**src/rtl/seq_alu_pkg.sv**
```systemverilog
// Purpose : shared opcode constants and FSM state type for the sequential ALU/accumulator.
// Latency : n/a (package only).
// Backpr. : n/a (package only).
package seq_alu_pkg;

  // Function opcodes
  localparam logic [2:0] OP_ADD  = 3'b000;
  localparam logic [2:0] OP_SUB  = 3'b001;
  localparam logic [2:0] OP_SEXT = 3'b010;
  localparam logic [2:0] OP_OR   = 3'b011;
  localparam logic [2:0] OP_AND  = 3'b100;
  localparam logic [2:0] OP_SHL  = 3'b101;
  localparam logic [2:0] OP_MUL  = 3'b110;
  localparam logic [2:0] OP_HOLD = 3'b111;

  typedef enum logic {
    IDLE = 1'b0,
    MUL  = 1'b1
  } state_e;

endpackage

```
**src/rtl/seq_alu_mul.sv**
```systemverilog
// Purpose : shift-add multiplier core, one multiplier bit consumed per step.
// Latency : WIDTH steps after load; prod_nxt is the final product during the step where last=1.
// Backpr. : none; the owner drives step every cycle while the multiply is in flight.
// Ports   : clk, rst_n (async active-low); load latches a/b and clears product/counter;
//           step advances one bit; last flags the final step; prod_nxt = product after this step.
module seq_alu_mul
  import seq_alu_pkg::*;
#(
  parameter int WIDTH = 4
) (
  input  logic               clk,
  input  logic               rst_n,
  input  logic               load,
  input  logic               step,
  input  logic [WIDTH-1:0]   a,
  input  logic [WIDTH-1:0]   b,
  output logic               last,
  output logic [2*WIDTH-1:0] prod_nxt
);

  localparam int CW = (WIDTH > 1) ? $clog2(WIDTH) : 1;

  logic [2*WIDTH-1:0] mcand;   // multiplicand, shifted left once per step
  logic [WIDTH-1:0]   mplier;  // multiplier, shifted right so bit 0 is always the current bit
  logic [2*WIDTH-1:0] prod;
  logic [CW-1:0]      cnt;

  assign prod_nxt = prod + (mplier[0] ? mcand : '0);
  assign last     = (cnt == CW'(WIDTH - 1));

  always_ff @(posedge clk or negedge rst_n) begin
    if (!rst_n) begin
      mcand  <= '0;
      mplier <= '0;
      prod   <= '0;
      cnt    <= '0;
    end else if (load) begin
      mcand  <= {{WIDTH{1'b0}}, a};
      mplier <= b;
      prod   <= '0;
      cnt    <= '0;
    end else if (step) begin
      prod   <= prod_nxt;
      mcand  <= mcand << 1;
      mplier <= mplier >> 1;
      cnt    <= cnt + 1'b1;
    end
  end

endmodule

```
**src/rtl/seq_alu_acc.sv**
```systemverilog
// Purpose : registered ALU/accumulator; operand B is fed back from the low WIDTH bits of ALUout.
// Latency : single-cycle ops write ALUout at the accepting edge (done next cycle); multiply takes WIDTH edges.
// Backpr. : start is only sampled in IDLE; while busy it is ignored, never queued.
// Ports   : Clock, Reset_b (async active-low), start/Data/Function request, busy, done pulse,
//           ALUout accumulator; flags[1:0] = {carry/borrow, zero} when SEQ_ALU_FLAGS_EN is defined.
module seq_alu_acc
  import seq_alu_pkg::*;
#(
  parameter int WIDTH = 4
) (
  input  logic               Clock,
  input  logic               Reset_b,
  input  logic               start,
  input  logic [WIDTH-1:0]   Data,
  input  logic [2:0]         Function,
  output logic               busy,
  output logic               done,
  output logic [2*WIDTH-1:0] ALUout
`ifdef SEQ_ALU_FLAGS_EN
  ,
  output logic [1:0]         flags
`endif
);

  state_e             state, state_nxt;
  logic [WIDTH-1:0]   b;
  logic [2*WIDTH-1:0] a_ext, b_ext, add_sum, op_res, alu_nxt, mul_prod_nxt;
  logic               alu_wr, done_nxt, mul_load, mul_step, mul_last;

  assign b     = ALUout[WIDTH-1:0];
  assign a_ext = {{WIDTH{1'b0}}, Data};
  assign b_ext = {{WIDTH{1'b0}}, b};
  assign add_sum = a_ext + b_ext;
  assign busy  = (state == MUL);

  // Single-cycle datapath
  always_comb begin
    op_res = ALUout;
    case (Function)
      OP_ADD:  op_res = add_sum;
      OP_SUB:  op_res = a_ext - b_ext;
      OP_SEXT: op_res = {{WIDTH{b[WIDTH-1]}}, b};
      OP_OR:   op_res = {{(2*WIDTH-1){1'b0}}, |{Data, b}};
      OP_AND:  op_res = {{(2*WIDTH-1){1'b0}}, &{Data, b}};
      // Shifting by the full result width or more clears everything.
      OP_SHL:  op_res = (32'(Data) >= 2*WIDTH) ? '0 : (b_ext << Data);
      default: op_res = ALUout;
    endcase
  end

  seq_alu_mul #(.WIDTH(WIDTH)) u_mul (
    .clk      (Clock),
    .rst_n    (Reset_b),
    .load     (mul_load),
    .step     (mul_step),
    .a        (Data),
    .b        (b),
    .last     (mul_last),
    .prod_nxt (mul_prod_nxt)
  );

  always_ff @(posedge Clock or negedge Reset_b) begin
    if (!Reset_b) begin
      state  <= IDLE;
      done   <= 1'b0;
      ALUout <= '0;
    end else begin
      state <= state_nxt;
      done  <= done_nxt;
      if (alu_wr) ALUout <= alu_nxt;
    end
  end

  always_comb begin
    state_nxt = state;
    alu_nxt   = op_res;
    alu_wr    = 1'b0;
    done_nxt  = 1'b0;
    mul_load  = 1'b0;
    mul_step  = 1'b0;
    case (state)
      IDLE: begin
        if (start) begin
          if (Function == OP_MUL) begin
            mul_load  = 1'b1;
            state_nxt = MUL;
          end else begin
            // Hold still completes a request, so it pulses done without writing.
            done_nxt = 1'b1;
            alu_wr   = (Function != OP_HOLD);
          end
        end
      end
      MUL: begin
        mul_step = 1'b1;
        if (mul_last) begin
          alu_nxt   = mul_prod_nxt;
          alu_wr    = 1'b1;
          done_nxt  = 1'b1;
          state_nxt = IDLE;
        end
      end
      default: state_nxt = IDLE;
    endcase
  end

`ifdef SEQ_ALU_FLAGS_EN
  logic op_cy, flag_cy;

  always_comb begin
    op_cy = 1'b0;
    case (Function)
      OP_ADD:  op_cy = add_sum[WIDTH];
      OP_SUB:  op_cy = (Data < b);
      default: op_cy = 1'b0;
    endcase
  end

  // A completed multiply never reports carry.
  assign flag_cy = (state == IDLE) ? op_cy : 1'b0;

  always_ff @(posedge Clock or negedge Reset_b) begin
    if (!Reset_b)    flags <= 2'b00;
    else if (alu_wr) flags <= {flag_cy, (alu_nxt == '0)};
  end
`endif

endmodule

```
**config.mk**
```make
export PLATFORM = sky130hd
export DESIGN_NAME = seq_alu_acc
export DESIGN_NICKNAME = d
export VERILOG_FILES = /design/src/rtl/seq_alu_pkg.sv /design/src/rtl/seq_alu_mul.sv /design/src/rtl/seq_alu_acc.sv
export SDC_FILE = /design/constraint.sdc
export NUM_CORES = 1
export LEC_CHECK = 0
export BUFFER_PORTS_ARGS = -buffer_cell sky130_fd_sc_hd__buf_2
export CAP_MARGIN = 15
export CORE_MARGIN = 1
export CORE_UTILIZATION = 60
export CTS_CLUSTER_SIZE = 24
export DETAILED_ROUTE_END_ITERATION = 10
export HOLD_SLACK_MARGIN = 0.05
export PLACE_DENSITY = 0.79
export SYNTH_ARGS = -nofsm -noshare
export SYNTH_HDL_FRONTEND = slang
export SYNTH_SLANG_ARGS = --single-unit
```
**constraint.sdc**
```tcl
create_clock -name Clock -period 2.5 [get_ports Clock]
set_input_delay 0.25 -clock Clock [delete_from_list [all_inputs] [get_ports Clock]]
set_output_delay 0.25 -clock Clock [all_outputs]
set_load 0.01 [all_outputs]
```
==> impl_metrics.toml, run 1 <==
[outcome]
status = "completed"

[route]
wl_per_cell_um = 16.58
via_count = 1940
dr_wl_met3_um = 318
ant_nets = 0
wl_met2_mm = 2.453
finalWirelength_mm = 5.340
drtIter0Drc = 140
vias_per_cell = 6.025
firstDrtPassIters = 4
route.detailed.drc = 0
top_layer_used = "met4"
wl_met1_mm = 2.414

[clock_network]
cts_sinks = 32
htreeDepth = 2
ctsResizeCount = 0
insertion_delay_ns = 0.29
clkTransAtPathRegs_ns = 0.07
cts-buffers-inserted = 5
clk_path_buf_depth = 2
cts-root-buf = "clkbuf_8"
cts_tree = "built"

[global_routing]
grt_remaining_overflow = 0
grt_pass1_wl_mm = 9.128
grt_usage = 0.2953
grt_max_degree = 43
grt_pass1_vias = 1974
antenna_found_initial = 0

[critical_path]
path_buf_inv = 0
rr_startpoint = "u_mul.mplier[0]"
cp-end-kind = "flip-flop"
arrival_ns = 2.42
path_cells = "and2_1, ha_1, fa_1, a211oi_1, o21bai_1, a21oi_1, xnor2_1, a22o_1"
crit_type = "reg2reg"
critPathMaxStageDelay_ns = 0.45
cp_max_fo = 9
startpoint_type = "flip-flop"
crit_slowest_cell = "dfrtp_1"
crit_path_start = "u_mul.mplier[0]"
cp.required_ns = 2.68
path_delay_family = "compound AO/OA/AOI/OAI gates"

[floorplan]
die_w_um = 63.68
ios = 20
design.core.area_um2 = 3661
die_h_um = 63.68
die-area_um2 = 4055
initial_core_util = 0.6234
num_rows = 22

[synth]
ys_seq_elements = 32
netlist_area_um2 = 2282
synthArstFlopShare = 1.000
netlist_top_cells_area = "dfrtp_1 35%, ha_1 8.8%, nand2_1 6.1%"
synth_warnings = 0
synth_cell_type_count = 49
avgSynthCellArea_um2 = 9.021
synth_ff_type = "dfrtp_1"
synth-seq-area-share = 0.3509
yosys.area.top_type_share = 0.3509
synth_edf_count = 0
synth_fp_nets = 282
netlist_instances = 253
synth_top_cell_by_area = "dfrtp_1"

[sta]
setup-violations-final = 0
tightest_slew_ns = 0.7243
clock_skew_ns = 0.007954
finalHoldViolCount = 0
min_period_ns = 2.241
setup_tns_ns = 0
max_freq_mhz = 446.2
slew_viol_final = 0
post-route-period-util = 0.8965
slew_headroom = 0.5171
rsz0062_at_grt = "false"

[placed_design]
gp_congestion = 0.9854
place_hpwl_mm = 3.867
portBuffers = 19
placed_area_um2 = 2402

[final_layout]
final_cell_mix = "37 x nand2_1, 32 x dfrtp_1, 25 x o21ai_0"
design_area_um2 = 2539
antenna_cells = 0
finalNetCount = 302
drive_gt1_frac = 0.1460
layout_commonest_cell = "nand2_1"
area_growth_pct = 11.24

[pwr]
leakagePower_nw = 1.262
peakVddDrop_v = 0.0004759
p_per_area_nw_per_um2 = 979.4

[min_path]
min-delay-start = "start"
min_path_type = "in2reg"

[job]
cap_violations = 0
-- metrics by stage --
step	setup slack [ns]	hold slack [ns]	cells	util	power (mW)
after floorplan	0.4863	-0.04559	253	-	1.565
after global placement	0.3514	0.3332	313	0.6562	1.887
after detailed placement	0.2996	0.3406	313	0.6562	1.924
after CTS	0.2547	0.3232	322	0.6934	2.485
after global routing	0.009329	0.3568	322	0.6934	2.664
final	0.2589	0.3168	322	0.6934	2.486
-- logic make-up (layout without fill, tap and decap cells) --
logic type | after synthesis | count (layout) | share of synthesized area
mux | 16 | 16 | 0.07182
fa+ha+maj | 19 | 19 | 0.1140
xor+xnor | 7 | 7 | 0.02686
simple gates | 87 | 87 | 0.1864
flops | 32 | 32 | 0.3509
buf+inv | 19 | 40 | 0.04440
compound gates | 73 | 73 | 0.2056
-- layout make-up --
type	instances	area, um^2
Sequential cell	32	800.8
Inverter	7	28.78
Timing Repair Buffer	25	142.6
Clock buffer	7	96.34
Fill cell	315	1122
Multi-Input combinational cell	202	1380
Tap cell	48	60.06
Clock inverter	1	30.03
-- sequential cells by signal, indices dropped and copies added (netlist names) --
register and cells:
u_mul.cnt 2, ALUout 8, busy 1, u_mul.mcand 8, u_mul.mplier 4, done 1, u_mul.prod 8
-- worst paths after layout --
| path | end | slack (ns) | cells after the start |
|---|---|---|---|
| worst max register to register | u_mul.prod[6] | 0.26 | 8 |
| worst min-delay path | busy | 0.32 | 3 |
| worst max-delay path | u_mul.prod[6] | 0.26 | 8 |
| min in group asynchronous | u_mul.cnt[1] | 0.56 | 2 |
| max in group asynchronous | u_mul.prod[2] | 1.47 | 2 |
| worst min register to register | u_mul.mplier[1] | 0.48 | 2 |
-- cell usage after synthesis, drive strengths merged, types with 3 or more instances --
cell     n
a211oi   3
mux2     3
nor2b    4
and2    10
dfrtp   32
inv      7
a21oi   17
nand2b   4
nand2   38
fa       3
buf      8
clkbuf   4
o21ai   25
o22ai    3
ha      16
a21o     8
xnor2    5
nor3     3
nor4     3
mux2i   13
nor2    16
-- repair_timing --
action | in CTS | in global routing
hold endpoints to repair | 32 | 0
endpoints found under the setup margin | 0 | 0
hold buffers | 1 | 0
setup buffers | 0 | 0
-- power breakdown --
group | switching [mW] | internal (mW) | total (mW)
Sequential | 0.117 | 0.697 | 0.814
Clock | 0.204 | 0.352 | 0.556
Combinational | 0.663 | 0.454 | 1.12
Total | 0.984 | 1.50 | 2.49
-- worst reg2reg max path: cells and delay by family (launching register included) --
family / cells / cell delay (ns)
fa+ha+maj: 2 / 0.66
xor+xnor: 1 / 0.11
compound gates: 4 / 0.72
flops: 1 / 0.45
simple gates: 1 / 0.20
-- layer usage --
metal | vias up | GRT usage
li1 | 944 | -
met1 | 906 | 0.3757
met2 | 73 | 0.4801
met3 | 17 | 0.05435
met4 | 0 | 0.1392
met5 | - | 0
No activity file was read; power rests on OpenSTA's default activity.
==> run 2, diff against run 1 <==
Settings changed: ABC_AREA from default to 1, GPL_TIMING_DRIVEN from default to 0.
==> run 2 against run 1 <==
  * Synthesized area is 2.0% higher
  * Global-route usage is 0.22 points lower
  * First-iteration DRC count is 80% higher
  * Sequential power increased by 4.9%
  * Setup slack better by 0.22 ns
  * Power is 2.0% lower
  * Critical path type unchanged
  * Critical endpoint is now ALUout[4]
==> impl_metrics.toml, run 2 <==
[route]
vias_per_cell = 5.475
route.detailed.drc = 0
wl_per_cell_um = 13.90
finalWirelength_mm = 5.503
via_count = 2168
firstDrtPassIters = 5
ant_nets = 0
drtIter0Drc = 252

[clock_network]
htreeDepth = 2
cts-buffers-inserted = 5
clkTransAtPathRegs_ns = 0.07
cts_tree = "built"
cts_sinks = 32
clk_path_buf_depth = 2
insertion_delay_ns = 0.28
post-cts-setup-buffers = 0
cts-root-buf = "clkbuf_8"

[synth]
avgSynthCellArea_um2 = 7.273
synth-seq-area-share = 0.3441
synth_fp_nets = 349
synth_edf_count = 0
netlist_area_um2 = 2327
yosys-top-cells-count = "85 x nand2_1, 51 x inv_1, 32 x dfrtp_1, 27 x nand3_1, 26 x nor2_1"
synth_warnings = 0
netlist_instances = 320
synth_cell_type_count = 32
ys_seq_elements = 32
synth_top_cell_by_area = "dfrtp_1"
yosys.area.top_type_share = 0.3441
netlist_top_cells_area = "dfrtp_1 34%, nand2_1 14%, ha_1 8.6%"
synthArstFlopShare = 1.000
yosysMostFrequentCell = "nand2_1"
synth_ff_type = "dfrtp_1"

[floorplan]
die-area_um2 = 4132
initial_core_util = 0.6309
die_w_um = 64.28
die_h_um = 64.28
design.core.area_um2 = 3689
num_rows = 22
ios = 20

[global_routing]
antenna_found_initial = 0
grt_pass1_wl_mm = 9.246
grt_remaining_overflow = 0
grt_max_degree = 33
grt_pass1_vias = 1974
grt_usage = 0.2930

[critical_path]
crit_path_start = "u_mul.mplier[0]"
cp.required_ns = 2.67
startpoint_type = "flip-flop"
cp-end-kind = "flip-flop"
critPathMaxStageDelay_ns = 0.44
path_cells = "buf_2, nand2_1, inv_1, ha_1, fa_1, nand3_1, nand2_1, xor2_1, o21ai_0, nand2_1, nand2_1"
crit_slowest_cell = "fa_1"
r2r_cells = 11
r2r_setup_slack_ns = 0.48
endpoint = "ALUout[4]"
r2r_end = "ALUout[4]"
cpMostUsedCell = "nand2_1"
arrival_ns = 2.20
rr_startpoint = "u_mul.mplier[0]"
crit_type = "reg2reg"
cp_max_fo = 9

[final_layout]
drive_gt1_frac = 0.1236
finish.utilization = 0.7049
reg.largest.list = "ALUout (8), u_mul.mcand (8), u_mul.prod (8)"
finalNetCount = 376
final_cells = 396
antenna_cells = 0
area_growth_pct = 11.72
design_area_um2 = 2600
layout_commonest_cell = "nand2_1"
final_cell_mix = "85 x nand2_1, 51 x inv_1, 32 x dfrtp_1"

[sta]
clock_skew_ns = 0.004445
slew_headroom = 0.5209
slew_viol_final = 0
max_freq_mhz = 494.2
setup-violations-final = 0
tightest_slew_ns = 0.7187
post-route-period-util = 0.8094
finalHoldViolCount = 0
min_period_ns = 2.024
setup_tns_ns = 0
rsz0062_at_grt = "false"

[placed_design]
gp_congestion = 0.8898
placed_cells = 387
portBuffers = 19
place_hpwl_mm = 4.231
placed_area_um2 = 2482

[pwr]
p_per_area_nw_per_um2 = 937.1
p_total_mw = 2.436
leakagePower_nw = 1.444
peakVddDrop_v = 0.0008060

[outcome]
status = "completed"

[job]
cap_violations = 0

[min_path]
min_path_type = "in2reg"
-- run 2: changes by cell type in the layout (fill, tap and decap cells not counted), sizes merged, moves of 6 or more --
cell,delta
nor2,+13
o21ai,-11
nand3,+25
nand2,+50
a21o,-8
and2,-10
mux2i,-13
o221ai,+6
inv,+46
-- run 2: repair_timing --
action	4_1_cts	5_1_grt
gates resized for setup	0	0
hold endpoints to repair	9	0
hold buffers	1	0
-- run 2: metrics by stage --
stage	setup WS (ns)	hold slack [ns]
after floorplan	0.7455	-0.04559
after global placement	0.5358	0.3358
after detailed placement	0.5341	0.3468
after CTS	0.5131	0.2537
after global routing	0.3829	0.2756
final	0.4765	0.2518
-- run 2: logic make-up (layout without fill, tap and decap cells) --
family          Yosys count  after routing  share of synthesized area
simple gates            159            159                     0.3000
buf+inv                  60             88                     0.1054
compound gates           45             45                     0.1199
flops                    32             32                     0.3441
fa+ha+maj                19             19                     0.1118
xor+xnor                  5              5                    0.01882
-- run 2: worst min path at each step --
stage	from	cells past startpoint	end
global route	start	3	done
finish	start	3	done
CTS	start	3	done
global placement	Reset_b	1	u_mul.mplier[3]
detailed placement	Reset_b	1	u_mul.mplier[3]
floorplan	Reset_b	0	ALUout[0]
-- run 2: area by class of cell --
class	instances	area (um^2)
Multi-Input combinational cell	228	1281
Fill cell	326	1089
Sequential cell	32	800.8
Inverter	53	198.9
Timing Repair Buffer	20	105.1
Clock buffer	6	72.57
Tap cell	48	60.06
Buffer	7	46.29
Clock inverter	2	35.03
-- run 2: layer usage --
layer,global-route usage,wire length (um),vias up
met1,0.4630,2672,997
met4,0.05000,49,0
li1,-,-,1091
met5,0,0,-
met3,0.05000,411,6
met2,0.4184,2370,74
-- run 2: power by group --
| part | leakage, nW | switching, mW | total (mW) | internal, mW |
|---|---|---|---|---|
| clock network | 0.0552 | 0.193 | 0.489 | 0.296 |
| registers | 0.428 | 0.145 | 0.854 | 0.709 |
| logic | 0.961 | 0.688 | 1.09 | 0.405 |
| total | 1.44 | 1.03 | 2.44 | 1.41 |
-- run 2: critical path: cells and delay by family, from the launching register on --
kind                     cells  cell delay, ns
adder cells (fa/ha/maj)      2            0.65
flip-flops                   1            0.36
AND/OR/NAND/NOR              5            0.36
buffers and inverters        2            0.23
XOR/XNOR                     1            0.21
AO/OA/AOI/OAI                1            0.10
